File: src/rtl/counter_updown_mod_pkg.sv
// Shared definitions for the up/down counter family.
// Latency: n/a (constants and elaboration-time helpers only).
// Backpressure: none.
package counter_updown_mod_pkg;

   localparam logic DIR_UP   = 1'b1;
   localparam logic DIR_DOWN = 1'b0;

   localparam bit MODE_WRAP = 1'b0;
   localparam bit MODE_SAT  = 1'b1;

   // Bits needed to hold 0..value-1, never less than one.
   function automatic int clog2_min1(input int value);
      int result;
      int rem;
      result = 0;
      rem    = value - 1;
      while (rem > 0) begin
         result = result + 1;
         rem    = rem >>> 1;
      end
      return (result < 1) ? 1 : result;
   endfunction

endpackage

File: src/rtl/counter_prescaler.sv
// Divides the count enable: one tick per PRESCALE enabled clocks.
// Latency: tick_out is combinational from en_in and the registered phase.
// Backpressure: none; phase holds while en_in is low, restarts on clr_in.
module counter_prescaler
   import counter_updown_mod_pkg::*;
#(
   parameter int PRESCALE = 1
) (
   input  logic clk,
   input  logic reset_al_in,
   input  logic clr_in,
   input  logic en_in,
   output logic tick_out
);

   if (PRESCALE <= 1) begin : g_bypass
      logic unused_prescaler_inputs;
      assign unused_prescaler_inputs = &{1'b0, clk, reset_al_in, clr_in};
      assign tick_out = en_in;
   end else begin : g_divide
      localparam int               PW   = clog2_min1(PRESCALE);
      localparam logic [PW-1:0]    LAST = PW'(PRESCALE - 1);

      logic [PW-1:0] phase;

      always_ff @(posedge clk or negedge reset_al_in) begin
         if (!reset_al_in) begin
            phase <= '0;
         end else if (clr_in) begin
            phase <= '0;
         end else if (en_in) begin
            phase <= (phase == LAST) ? '0 : phase + PW'(1);
         end
      end

      assign tick_out = en_in && (phase == LAST);
   end

endmodule

File: src/rtl/counter_updown_mod.sv
// Up/down counter with modulus, load, clear, prescaled enable, wrap/saturate.
// Latency: count_out and tc_out registered, one clock; at_max/at_min combinational.
// Backpressure: none; clear > load > tick > hold on every edge.
module counter_updown_mod
   import counter_updown_mod_pkg::*;
#(
   parameter int               WIDTH    = 8,
   parameter logic [WIDTH-1:0] MOD_MAX  = {WIDTH{1'b1}},
   parameter bit               SATURATE = MODE_WRAP,
   parameter int               PRESCALE = 1
) (
   input  logic             clk,
   input  logic             reset_al_in,
   input  logic             clear_in,
   input  logic             load_in,
   input  logic [WIDTH-1:0] d_in,
   input  logic             en_in,
   input  logic             up_in,
   output logic [WIDTH-1:0] count_out,
   output logic             tc_out,
   output logic             at_max_out,
   output logic             at_min_out
);

   logic             tick;
   logic [WIDTH-1:0] load_val;
   logic [WIDTH-1:0] count_nxt;
   logic             tc_nxt;

   counter_prescaler #(
      .PRESCALE (PRESCALE)
   ) u_prescaler (
      .clk         (clk),
      .reset_al_in (reset_al_in),
      .clr_in      (clear_in | load_in),
      .en_in       (en_in),
      .tick_out    (tick)
   );

   assign at_max_out = (count_out == MOD_MAX);
   assign at_min_out = (count_out == '0);
   assign load_val   = (d_in > MOD_MAX) ? MOD_MAX : d_in;

   // A boundary tick always pulses tc, whether the count wraps or holds.
   always_comb begin
      count_nxt = count_out;
      tc_nxt    = 1'b0;
      if (clear_in) begin
         count_nxt = '0;
      end else if (load_in) begin
         count_nxt = load_val;
      end else if (tick) begin
         if (up_in == DIR_UP) begin
            if (!at_max_out) begin
               count_nxt = count_out + WIDTH'(1);
            end else begin
               tc_nxt = 1'b1;
               if (SATURATE == MODE_WRAP) count_nxt = '0;
            end
         end else begin
            if (!at_min_out) begin
               count_nxt = count_out - WIDTH'(1);
            end else begin
               tc_nxt = 1'b1;
               if (SATURATE == MODE_WRAP) count_nxt = MOD_MAX;
            end
         end
      end
   end

   always_ff @(posedge clk or negedge reset_al_in) begin
      if (!reset_al_in) begin
         count_out <= '0;
         tc_out    <= 1'b0;
      end else begin
         count_out <= count_nxt;
         tc_out    <= tc_nxt;
      end
   end

endmodule

File: config.mk
export PLATFORM = sky130hd
export DESIGN_NAME = counter_updown_mod
export DESIGN_NICKNAME = d
export VERILOG_FILES = /design/src/rtl/counter_updown_mod_pkg.sv /design/src/rtl/counter_prescaler.sv /design/src/rtl/counter_updown_mod.sv
export SDC_FILE = /design/constraint.sdc
export NUM_CORES = 1
export LEC_CHECK = 0
export ABC_AREA = 0
export BUFFER_PORTS_ARGS = -buffer_cell sky130_fd_sc_hd__clkbuf_2
export CORE_MARGIN = 1.5
export CORE_UTILIZATION = 51
export DETAILED_ROUTE_END_ITERATION = 10
export GPL_TIMING_DRIVEN = 0
export HOLD_SLACK_MARGIN = 0.05
export PLACE_DENSITY_LB_ADDON = 0.2
export SLEW_MARGIN = 20
export SYNTH_ARGS = -nofsm -noshare
export SYNTH_HDL_FRONTEND = slang
export SYNTH_SLANG_ARGS = --single-unit
File: constraint.sdc
create_clock -name clk -period 2.2 [get_ports clk]
set_input_delay 0.11 -clock clk [delete_from_list [all_inputs] [get_ports clk]]
set_output_delay 0.11 -clock clk [all_outputs]
set_load 0.005 [all_outputs]
==> results of run 1 <==
==> logic make-up (layout without fill, tap and decap cells) <==
group | count (synthesis) | after routing
AND/OR/NAND/NOR | 50 | 50
adder cells (fa/ha/maj) | 3 | 3
flip-flops | 9 | 9
AO/OA/AOI/OAI | 36 | 36
buffers and inverters | 17 | 44
XOR/XNOR | 5 | 5
==> synth_stat cells, drive strengths merged, types with 3 or more instances <==
library cell,instances,area share
nand4,3,0.028
nand3,6,0.034
dfrtp,9,0.26
o211ai,3,0.026
clkbuf,3,0.013
ha,3,0.043
nor3,5,0.028
nand2,13,0.055
nor2,12,0.051
xnor2,4,0.040
a21oi,12,0.068
o21ai,7,0.040
buf,6,0.041
inv,8,0.034
==> worst max-delay path by stage <==
stage | startpoint | to | slack, ns | depth (start not counted)
after floorplan | count_out[0] | count_out[4] | 0.51 | 8
after global placement | count_out[0] | count_out[4] | 0.33 | 8
after detailed placement | count_out[0] | count_out[4] | 0.29 | 8
after CTS | count_out[0] | count_out[4] | 0.28 | 8
after global routing | count_out[0] | count_out[4] | 0.1 | 8
final | count_out[0] | count_out[3] | 0.25 | 8
==> registers in the layout, summed over array words and instances (netlist names) <==
signal     count
count_out      8
tc_out         1
==> cell type report <==
class	count	share of cell area
tap	16	0.0191
timing repair buffer	23	0.115
inverter	8	0.0287
multi-input combinational	94	0.552
clock buffer	4	0.0251
buffer	9	0.0454
sequential	9	0.215
==> worst max-delay path, stage by stage, from the launching register on <==
cell	delay, ns
dfrtp_1	0.38
buf_2	0.22
inv_1	0.09
ha_1	0.22
nor3b_1	0.15
nand2_1	0.13
inv_1	0.10
o41ai_1	0.41
o22ai_1	0.13
==> metrics by stage <==
| stage | std cells | power (uW) | cell area (um2) | setup WS, ns | util |
|---|---|---|---|---|---|
| floorplan | 120 | 329 | 881 | 0.511 | - |
| global placement | 158 | 383 | 1010 | 0.330 | 0.648 |
| detailed placement | 158 | 391 | 1010 | 0.287 | 0.648 |
| CTS | 163 | 524 | 1050 | 0.281 | 0.672 |
| global route | 163 | 556 | 1050 | 0.0987 | 0.672 |
| finish | 163 | 528 | 1050 | 0.247 | 0.672 |
==> placed cells by master, fill, tap and decap left out, types with 2 or more instances in the layout <==
cell type / count
buf_2: 5
nand4_1: 2
a31oi_1: 2
dfrtp_1: 9
nor2_1: 12
nor3_1: 5
clkbuf_4: 3
clkbuf_2: 22
ha_1: 3
and2_1: 2
nand2_1: 13
a21oi_1: 12
nand3_1: 6
xnor2_1: 4
o211ai_1: 3
o41ai_1: 2
inv_1: 8
o221ai_1: 2
o21ai_0: 7
clkbuf_1: 4
==> timing repair <==
item / in CTS / in global routing
gates resized for setup: 0 / 0
hold endpoints to repair: 9 / 0
hold buffers: 1 / 0
==> power by group <==
part | internal [uW] | switching (uW)
sequential | 177 | 20.9
combinational | 83.3 | 111
clock | 70.1 | 65.2
total | 331 | 197
==> routing by layer <==
layer / vias to the layer above / share of wire / wire length [um]
li1: 485 / - / -
met1: 454 / 0.44 / 1110
met2: 61 / 0.47 / 1180
met3: 13 / 0.062 / 156
met4: 0 / 0.030 / 75
met5: - / 0 / 0
==> results.toml, run 1 <==
[outcome]
status = "complete, but fails checks"
violations = "DRC"

[cts]
cts_tree = "done"
path_clk_slew_ns = 0.07
cts_root_buf = "clkbuf_4"
postCtsSetupBuffers = 0
clkLatencyLatePin_ns = 0.27
numCtsBuffers = 3
cts.sink_count = 9
htree_levels = 1
clockBufferDepth = 2

[finish]
layout.nets = 165
n_antenna_cell = 0
syn2layout_area_growth_pct = 18.9
regArea_um2 = 225
layout-drive-gt1-share = 0.238
fill_cells = 153
multi_input_comb_area_um2 = 578

[setup_path]
worstReg2RegStart = "count_out[0]"
criticalPathCategory = "reg2reg"
setup.worst_path.end_class = "flop"
crit_arrival_ns = 2.09
reg2reg_depth = 8
r2r-end = "count_out[3]"
r2r_slack_ns = 0.25
critPathMaxFanout = 9
critPathRequiredTime_ns = 2.34
cp-start-kind = "flop"

[logic_synthesis]
yosys.area_share.adder = 0.0426
synth_ff_type = "dfrtp_1"
async_reset_ff_frac = 1.00
avgSynthCellArea_um2 = 7.34
syn_inst = 120
synth.distinct_cells = 38
syn-cell-area_um2 = 881
ys.warnings.count = 0
synth_top_family_by_area = "simple AND/OR/NAND/NOR gates"
synthXorXnorAreaFrac = 0.0497
synth-compound-area-share = 0.263
synth_edf_count = 0
syn-num-nets = 137
ys_ff_latch = 9
yosys.area_share.simple = 0.301
synth_mux_area_frac = 0
seq_area_frac_synth = 0.256

[floorplan]
fp-row-count = 14
core_area_mm2 = 0.00156
die_h_um = 44.6
fp.dieW_um = 44.6
start_util = 0.565
dieArea_mm2 = 0.00199
io_pins = 25

[hold_path]
hold_end = "count_out[4]"
hold_path_depth = 3
hold_path.class = "in2reg"
min_from = "d_in[4]"

[drt]
wl_per_cell_um = 15.5
drt_iter0_drc = 73
vias_per_cell = 6.21
antenna_left = 0
drc_errors = 1
vias = 1013
first_pass_iters = 7
routed_wl_mm = 2.52

[global_routing]
met3_usage = 0.0204
grt_pass1_vias = 929
busiest_layer = "met2"
grt_overflow = 0
use_met1 = 0.376
grtUsageTotal = 0.282
met2_usage = 0.449
grt_max_degree = 11
grt_pass1_wl_mm = 4.04
antenna_found_initial = 0

[sta]
setup_viol = 0
clock.fmax_mhz = 512
rsz0062_at_grt = "false"
period_share = 0.888
hold_violations = 0
tightestPinTransition_ns = 0.500
tns_ns = 0
hold_slack_ns = 0.0683
clock_skew_ns = 0.0120
slew-limit-headroom = 0.667
period_minus_slack_ns = 1.95
drv_slew = 0

[power_and_ir_drop]
ir_worst_vdd_mv = 0.433
p_leak_uw = 0.000466
powerDensity_mw_per_mm2 = 504

[place]
place_congestion = 0.894
io_buffers = 22
place_hpwl_mm = 1.88

[flow_run]
maxCapViolCount = 0
Power figures use the tool's default switching activity.
==> run 2, diff against run 1 <==
--- a/config.mk
+++ b/config.mk
@@ -12,7 +12,7 @@
 export DETAILED_ROUTE_END_ITERATION = 10
 export GPL_TIMING_DRIVEN = 0
 export HOLD_SLACK_MARGIN = 0.05
-export PLACE_DENSITY_LB_ADDON = 0.2
+export PLACE_DENSITY_LB_ADDON = 0.12
 export SLEW_MARGIN = 20
 export SYNTH_ARGS = -nofsm -noshare
 export SYNTH_HDL_FRONTEND = slang
==> run 2 against run 1 <==
Critical path type unchanged. Routed wire length fell by 7.1%. Register-to-register slack got worse by 0.03 ns. Largest power group unchanged. Hold slack got worse by 0.0076 ns. Combinational power barely moved. Critical endpoint is now count_out[4]. The run still ends with DRC left. Largest cell class unchanged.
==> results.toml, run 2 (synthesis results as in run 1) <==
[outcome]
status = "complete, but fails checks"
violations = "DRC"

[floorplan]
die_h_um = 44.6
dieArea_mm2 = 0.00199
start_util = 0.565
fp.dieW_um = 44.6
core_area_mm2 = 0.00156
fp-row-count = 14
io_pins = 25

[place]
io_buffers = 22
place_congestion = 0.890
dpl_cell_area_mm2 = 0.00101
place_hpwl_mm = 1.79

[finish]
reg.largest.list = "count_out: 8 flops, tc_out: 1 flops"
fill_cells = 137
layout.nets = 165
n_antenna_cell = 0
postLayoutCellArea_mm2 = 0.00105
layout-drive-gt1-share = 0.238
syn2layout_area_growth_pct = 18.9
most-common-layout-cells = "22 x clkbuf_2, 13 x nand2_1, 12 x nor2_1, 12 x a21oi_1, 9 x dfrtp_1"
largest_register_ffs = 8
final_common_cell = "clkbuf_2"
top_register = "count_out"

[sta]
hold_violations = 0
hold_slack_ns = 0.0608
rsz0062_at_grt = "false"
tightestPinTransition_ns = 0.452
setup_viol = 0
clock.fmax_mhz = 503
period_minus_slack_ns = 1.99
drv_slew = 0
slew-limit-headroom = 0.699
period_share = 0.903
clock_skew_ns = 0.00408
tns_ns = 0

[setup_path]
cp-start-kind = "flop"
r2r_slack_ns = 0.21
crit_arrival_ns = 2.18
worst-path-buf-inv = 2
path_cells = "buf_2 > inv_1 > ha_1 > nor3b_1 > a21oi_1 > a221oi_1 > a211oi_1 > nor3_1"
critPathRequiredTime_ns = 2.39
critPathMaxFanout = 9
criticalPathCategory = "reg2reg"
setup.worst_path.end_class = "flop"
path_delay_family = "compound AO/OA/AOI/OAI gates"
critPathSlowestCell = "dfrtp_1"
slowest_delay_ns = 0.40

[drt]
routed_wl_mm = 2.34
antenna_left = 0
wl_per_cell_um = 14.4
drc_errors = 1
vias_per_cell = 6.11
vias = 996
first_pass_iters = 7
drt_iter0_drc = 62

[cts]
clockBufferDepth = 2
post_cts_resized = 0
clkLatencyLatePin_ns = 0.27
numCtsBuffers = 3
cts.sink_count = 9
postCtsSetupBuffers = 0
cts_tree = "done"
htree_levels = 1
path_clk_slew_ns = 0.06
cts_root_buf = "clkbuf_4"

[global_routing]
antenna_found_initial = 0
grt_max_degree = 11
grt_pass1_wl_mm = 3.94
grtUsageTotal = 0.272
grt_pass1_vias = 869
grt_overflow = 0

[hold_path]
hold_path.class = "in2reg"

[power_and_ir_drop]
powerDensity_mw_per_mm2 = 501
power_uw = 525
p_leak_uw = 0.000466
ir_worst_vdd_mv = 0.410

[flow_run]
maxCapViolCount = 0
-- run 2: cell counts in the layout (fill, tap and decap cells not counted) --
Identical to the previous run, type by type.
-- run 2: timing repair --
| action | CTS | global route |
|---|---|---|
| setup endpoints to repair | 0 | 0 |
| endpoints found under the hold margin | 9 | 0 |
| hold buffers | 1 | 0 |
-- run 2: stage by stage --
step / util / setup WS (ns) / cells
finish: 0.672 / 0.213 / 163
detailed placement: 0.648 / 0.265 / 158
CTS: 0.672 / 0.246 / 163
global placement: 0.648 / 0.319 / 158
global route: 0.672 / 0.000914 / 163
floorplan: - / 0.511 / 120
-- run 2: worst paths after layout --
path                               from  depth (start not counted)            to
max in group asynchronous   reset_al_in                          2  count_out[6]
hold / removal                  d_in[1]                          3  count_out[1]
setup reg to reg           count_out[0]                          8  count_out[4]
min in group asynchronous   reset_al_in                          2  count_out[4]
hold reg to reg            count_out[6]                          2  count_out[6]
setup / recovery           count_out[0]                          8  count_out[4]
-- run 2: area by class of cell --
type	count	area, um2	share of cell area
inverters	8	30.0	0.0287
well taps	16	20.0	0.0191
multi-input cells	94	578	0.552
repair buffers	23	120	0.115
clock buffers	4	26.3	0.0251
plain buffers	9	47.5	0.0454
flip-flops and latches	9	225	0.215
-- run 2: worst min-delay path: cells and delay by family --
family          cells  cell delay [ns]
compound gates      1             0.05
buf+inv             1             0.08
simple gates        1             0.05
-- run 2: report_power, final --
| part | switching [uW] | total [uW] | leakage, uW | internal, uW |
|---|---|---|---|---|
| sequential | 20.3 | 198 | 0.000119 | 177 |
| combinational | 108 | 191 | 0.000332 | 83.5 |
| clock | 65.2 | 136 | 0.0000150 | 70.3 |
-- run 2: metal layers --
metal | share of wire | vias to the layer above | GRT usage
met2 | 0.45 | 48 | 0.391
met4 | 0.014 | 0 | 0.103
met5 | 0 | - | 0
li1 | - | 490 | -
met3 | 0.084 | 3 | 0.0367
met1 | 0.46 | 455 | 0.407
